**config.mk**
```make
export PLATFORM = sky130hd
export DESIGN_NAME = machine_timer
export DESIGN_NICKNAME = d
export VERILOG_FILES = /design/src/rtl/machine_timer.sv
export SDC_FILE = /design/constraint.sdc
export NUM_CORES = 1
export LEC_CHECK = 0
export BUFFER_PORTS_ARGS = -buffer_cell sky130_fd_sc_hd__buf_2
export CAP_MARGIN = 20
export CORE_MARGIN = 1
export CORE_UTILIZATION = 50
export CTS_BUF_LIST = sky130_fd_sc_hd__clkbuf_4 sky130_fd_sc_hd__clkbuf_8
export CTS_CLUSTER_SIZE = 10
export DETAILED_ROUTE_END_ITERATION = 10
export PLACE_DENSITY = 0.68
export SYNTH_ARGS = -nofsm -noshare
export SYNTH_HDL_FRONTEND = slang
export SYNTH_SLANG_ARGS = --single-unit
```
**constraint.sdc**
```tcl
create_clock -name clk -period 1.9 [get_ports clk]
set_input_delay 0.38 -clock clk [delete_from_list [all_inputs] [get_ports clk]]
set_output_delay 0.38 -clock clk [all_outputs]
set_load 0.01 [all_outputs]
```
**src/rtl/machine_timer.sv**
```systemverilog
// Machine timer and software-interrupt source: 64-bit mtime/mtimecmp, msip bit,
// and a single-outstanding valid/ready register port feeding the CSR/trap block.
module machine_timer #(
    parameter int unsigned PRESCALE = 1
) (
    input  logic        clk,
    input  logic        reset_n,
    input  logic        req_valid,
    output logic        req_ready,
    input  logic        req_write,
    input  logic [4:0]  req_addr,
    input  logic [31:0] req_wdata,
    output logic        resp_valid,
    input  logic        resp_ready,
    output logic [31:0] resp_rdata,
    output logic        resp_error,
    output logic        timer_interrupt,
    output logic        software_interrupt
);

    typedef enum logic {IDLE, RESP} state_t;

    localparam logic [15:0] LAST_COUNT = 16'(PRESCALE - 1);

    state_t      state;
    logic [15:0] prescale_count;
    logic [63:0] mtime;
    logic [63:0] mtimecmp;
    logic [31:0] shadow_hi;
    logic        msip;

    logic        tick;
    logic        accept;
    logic        addr_ok;
    logic        wr_mtime_lo;
    logic        wr_mtime_hi;
    logic        wr_cmp_lo;
    logic        wr_cmp_hi;
    logic        wr_msip;
    logic        rd_mtime_lo;
    logic [31:0] rd_data;

    assign tick   = (prescale_count == LAST_COUNT);
    assign accept = (state == IDLE) && req_valid;

    always_comb begin
        addr_ok     = (req_addr[1:0] == 2'b00) && (req_addr[4:2] <= 3'd4);
        wr_mtime_lo = accept && req_write && addr_ok && (req_addr[4:2] == 3'd0);
        wr_mtime_hi = accept && req_write && addr_ok && (req_addr[4:2] == 3'd1);
        wr_cmp_lo   = accept && req_write && addr_ok && (req_addr[4:2] == 3'd2);
        wr_cmp_hi   = accept && req_write && addr_ok && (req_addr[4:2] == 3'd3);
        wr_msip     = accept && req_write && addr_ok && (req_addr[4:2] == 3'd4);
        rd_mtime_lo = accept && !req_write && addr_ok && (req_addr[4:2] == 3'd0);
    end

    // Reads of the high word come from the shadow so a lo-then-hi pair is atomic.
    always_comb begin
        rd_data = 32'd0;
        case (req_addr[4:2])
            3'd0:    rd_data = mtime[31:0];
            3'd1:    rd_data = shadow_hi;
            3'd2:    rd_data = mtimecmp[31:0];
            3'd3:    rd_data = mtimecmp[63:32];
            3'd4:    rd_data = {31'd0, msip};
            default: rd_data = 32'd0;
        endcase
    end

    always_ff @(posedge clk or negedge reset_n) begin
        if (!reset_n) begin
            prescale_count <= 16'd0;
        end else if (tick) begin
            prescale_count <= 16'd0;
        end else begin
            prescale_count <= prescale_count + 16'd1;
        end
    end

    // A software write to either mtime half suppresses that cycle's increment.
    always_ff @(posedge clk or negedge reset_n) begin
        if (!reset_n) begin
            mtime <= 64'd0;
        end else if (wr_mtime_lo) begin
            mtime[31:0] <= req_wdata;
        end else if (wr_mtime_hi) begin
            mtime[63:32] <= req_wdata;
        end else if (tick) begin
            mtime <= mtime + 64'd1;
        end
    end

    always_ff @(posedge clk or negedge reset_n) begin
        if (!reset_n) begin
            mtimecmp        <= 64'hFFFF_FFFF_FFFF_FFFF;
            msip            <= 1'b0;
            shadow_hi       <= 32'd0;
            timer_interrupt <= 1'b0;
        end else begin
            if (wr_cmp_lo) begin
                mtimecmp[31:0] <= req_wdata;
            end
            if (wr_cmp_hi) begin
                mtimecmp[63:32] <= req_wdata;
            end
            if (wr_msip) begin
                msip <= req_wdata[0];
            end
            if (rd_mtime_lo) begin
                shadow_hi <= mtime[63:32];
            end
            timer_interrupt <= (mtime >= mtimecmp);
        end
    end

    assign software_interrupt = msip;

    always_ff @(posedge clk or negedge reset_n) begin
        if (!reset_n) begin
            state      <= IDLE;
            req_ready  <= 1'b1;
            resp_valid <= 1'b0;
            resp_rdata <= 32'd0;
            resp_error <= 1'b0;
        end else begin
            case (state)
                IDLE: begin
                    if (req_valid) begin
                        state      <= RESP;
                        req_ready  <= 1'b0;
                        resp_valid <= 1'b1;
                        resp_rdata <= (req_write || !addr_ok) ? 32'd0 : rd_data;
                        resp_error <= !addr_ok;
                    end
                end
                RESP: begin
                    if (resp_ready) begin
                        state      <= IDLE;
                        req_ready  <= 1'b1;
                        resp_valid <= 1'b0;
                    end
                end
                default: begin
                    state      <= IDLE;
                    req_ready  <= 1'b1;
                    resp_valid <= 1'b0;
                end
            endcase
        end
    end

endmodule

```
==> out/summary.log <==
INFO  status         run_status=finished with violations
INFO  status         violations=negative setup slack
INFO  timing         fmaxAchievable=0.4477GHz
INFO  finish         multi_input_gate_area=7365um2
INFO  placed_design  dpl-instance-area=15630um2
INFO  critical_path  critPathMaxFanout=4
INFO  critical_path  critPathArrivalTime=2.68ns
INFO  yosys          netlist_instances=1272
INFO  route          drtIter0Drc=1559
INFO  finish         nets=1789
INFO  yosys          post_synthesis_cell_area=12360um2
INFO  global_route   grt_first_pass_wirelength=68.96mm
INFO  route          route.detailed.drc=0
INFO  timing         finalCriticalPeriod=2.234ns
INFO  route          detail_route.wl_per_cell=22.30um
INFO  clock_network  tritoncts_num_sinks=214
INFO  timing         postLayoutSetupSlackWorst=-0.3336ns
INFO  floorplan      floorplan.initialDensity=50.84%
INFO  placed_design  dpl.hpwl=29.83mm
INFO  timing         slew-limit-headroom=64.22%
INFO  route          ant_nets=0
INFO  finish         post_route_cells_drive_above_1_share=49.44%
INFO  finish         diode_insertion_count_for_antenna_repair=0
INFO  finish         layout_utilization=74.57%
INFO  run            drv_cap=0
INFO  timing         tightestPinTransition=0.5311ns
INFO  floorplan      floorplan.core_area=24320um2
INFO  timing         rsz0062_at_grt=yes
INFO  yosys          ys.warnings.count=0
INFO  timing         setup-violations-final=61
INFO  clock_network  number_of_h_tree_levels=2
INFO  finish         seqCellArea=5441um2
INFO  critical_path  r2r_setup_slack=-0.33ns
INFO  global_route   grt_antenna_before_repair=0
INFO  yosys          synth_edf_count=0
INFO  clock_network  clk_transition_reported_paths=0.07ns
INFO  floorplan      boundary_pin_count=79
INFO  yosys          postSynthRegisterBits=214
INFO  route          vias=12720
INFO  finish         area.growth.synth_to_final=46.68%
INFO  hold_path      min-delay-start=resp_ready
INFO  critical_path  crit-reg2reg-capture=timer_interrupt
INFO  global_route   grt_usage=34.49%
INFO  hold_path      hold_critical_path_endpoint=state
INFO  timing         slew_viol_final=0
INFO  yosys          dominant_synthesized_flop_cell=sky130_fd_sc_hd__dfrtp_1
INFO  floorplan      die-area=25360um2
INFO  critical_path  path_class=flip-flop to flip-flop
INFO  yosys          synth_top_area_cell=sky130_fd_sc_hd__dfrtp_1
INFO  placed_design  finalWeightedCongestion=0.9659
INFO  floorplan      chipHeight=159.3um
INFO  clock_network  tritoncts_clock_tree=done
INFO  global_route   number_of_global_route_vias_before_repair=12650
INFO  timing         setup_total_negative_slack=-8.754ns
INFO  clock_network  cts_buffers=40
INFO  global_route   use_met1=46.69%
INFO  route          via_per_inst=6.257
INFO  finish         num-fill-cells=1623
INFO  yosys          netlist-cell-type-count=67
INFO  placed_design  io_buffer_count=78
INFO  power_and_ir_drop power.ir.vdd_worst=743.4uV
INFO  global_route   global_route.peak_usage_layer=met2
INFO  global_route   global_route.usage.met3=4.819%
INFO  hold_path      worst_hold_path_type=primary input to flip-flop
INFO  critical_path  element_type_at_the_critical_path_start=flip-flop
INFO  timing         layout_worst_path_cycle_share=117.6%
INFO  timing         finClkSkew=0.04699ns
INFO  yosys          synthTopCellsByArea=sky130_fd_sc_hd__dfrtp_1 (30%), sky130_fd_sc_hd__dfstp_2 (14%), sky130_fd_sc_hd__ha_1 (6.8%)
INFO  route          detailedRoute.firstPassIterationCount=6
INFO  yosys          yosys.cell_count.top_type=sky130_fd_sc_hd__dfrtp_1
INFO  finish         final_design_area_excluding_fillers=18140um2
INFO  power_and_ir_drop p_per_area=845.2nW/um2
INFO  yosys          synth_nets=1381
INFO  yosys          avgSynthCellArea=9.720um2
INFO  floorplan      die_x=159.3um
INFO  power_and_ir_drop total_leakage_power=8.430nW
INFO  timing         timing_hold_violations_final=0
INFO  global_route   grt_max_degree=48
INFO  clock_network  clockRootBuffer=sky130_fd_sc_hd__clkbuf_8
INFO  critical_path  number_of_cells_on_the_worst_reg_to_reg_path=8
INFO  critical_path  r2r_start=mtime[2]
INFO  critical_path  cp.required=2.34ns
INFO  yosys          most_frequent_cells_after_synthesis=sky130_fd_sc_hd__dfrtp_1 (149), sky130_fd_sc_hd__nand2_1 (120), sky130_fd_sc_hd__a21oi_1 (93)
INFO  floorplan      rows=57
INFO  placed_design  placed_cells=1913
INFO  finish         instances_no_fill=2033
INFO  global_route   grt-ovfl-total=0
INFO  global_route   grt_use_met2=56.16%
INFO  critical_path  critPathCaptureType=flip-flop
INFO  yosys          async_flop_share=100.0%
INFO  route          drt_wl_total=45.33mm
INFO  yosys          synth.yosys.seq_area_share=43.97%
INFO  clock_network  clock_latency=0.57ns
INFO  yosys          post-synth-top-area-fraction=30.16%
INFO  power_and_ir_drop total_power=0.01533W
INFO  clock_network  cts_buffer_depth=3
INFO  hold_path      hold_path_depth=2
## layout make-up
cell class | instances | share of cell area (%)
Sequential cell | 214 | 30.00
Tap cell | 324 | 2.235
Clock inverter | 14 | 0.9728
Multi-Input combinational cell | 907 | 40.61
Inverter | 74 | 1.532
Timing Repair Buffer | 443 | 20.50
Clock buffer | 57 | 4.153
## state kept, by name (all words and copies together) (netlist names)
signal and cells:
mtime 64, mtimecmp 64, timer_interrupt 1, prescale_count 16, req_ready 1, resp_error 1, software_interrupt 1, state 1
resp_valid 1, shadow_hi 32, resp_rdata 32
## cell families after synthesis
logic type | Yosys count | share of synthesized area, %
buffers and inverters | 151 | 4.898
AO/OA/AOI/OAI | 344 | 18.28
XOR/XNOR | 14 | 0.9916
adder cells (fa/ha/maj) | 67 | 6.780
AND/OR/NAND/NOR | 384 | 16.19
multiplexers | 98 | 8.895
flip-flops | 214 | 43.97
## through the flow
| stage | worst slack (ns) | hold WS, ns |
|---|---|---|
| after global routing | -0.5238 | 0.06048 |
| after detailed placement | -0.4911 | 0.2987 |
| after floorplan | -0.1087 | 0.08441 |
| after global placement | -0.4533 | 0.3027 |
| after CTS | -0.2705 | 0.02697 |
| final | -0.3336 | 0.03674 |
## where the power goes
group	total (W)	internal (W)	switching (W)
logic	0.00449	0.00221	0.00229
registers	0.00561	0.00516	0.000455
clock network	0.00522	0.00311	0.00211
## worst max-delay path: stages, from the launching register on
cell and delay, ns:
sky130_fd_sc_hd__dfrtp_1 0.42, sky130_fd_sc_hd__buf_4 0.16, sky130_fd_sc_hd__ha_1 0.31, sky130_fd_sc_hd__a211oi_1 0.29
sky130_fd_sc_hd__o21ai_0 0.17, sky130_fd_sc_hd__a21oi_1 0.32, sky130_fd_sc_hd__o21ai_0 0.21, sky130_fd_sc_hd__a21oi_1 0.17
sky130_fd_sc_hd__o21ai_1 0.07
## how the worst max path moves through the flow
| stage | from | endpoint | slack, ns | cells past startpoint |
|---|---|---|---|---|
| 4_1_cts | mtimecmp[35] | timer_interrupt | -0.27 | 9 |
| 3_5_place_dp | mtimecmp[39] | timer_interrupt | -0.49 | 9 |
| 2_1_floorplan | req_addr[2] | shadow_hi[12] | -0.11 | 7 |
| 6_report | mtime[2] | timer_interrupt | -0.33 | 8 |
| 3_3_place_gp | mtime[37] | timer_interrupt | -0.45 | 9 |
| 5_1_grt | mtime[2] | timer_interrupt | -0.52 | 8 |
## repair_timing
action                     CTS  global route
hold buffers                 1             0
cloned                       5             0
hold endpoints to repair    27             0
setup endpoints to repair   92            96
pin swaps                   84            66
setup buffers               25            27
gates resized for setup    137           126
## routing by layer
metal / routed length, um / vias to the layer above
met5: 0 / -
met4: 2016 / 0
met3: 3802 / 198
met2: 21200 / 731
met1: 18320 / 6233
li1: - / 5559
## cell usage in the layout (no fill, tap or decap), types with 49 or more instances in the layout
cell type                    n
sky130_fd_sc_hd__nor2_1     49
sky130_fd_sc_hd__mux2_2     69
sky130_fd_sc_hd__dfstp_2    65
sky130_fd_sc_hd__buf_4     286
sky130_fd_sc_hd__dfrtp_1   145
sky130_fd_sc_hd__clkbuf_8   52
sky130_fd_sc_hd__nand2_1   111
sky130_fd_sc_hd__buf_2      77
sky130_fd_sc_hd__a21oi_1    62
sky130_fd_sc_hd__inv_1      71
sky130_fd_sc_hd__ha_1       61
No activity file was read; power rests on OpenSTA's default activity.
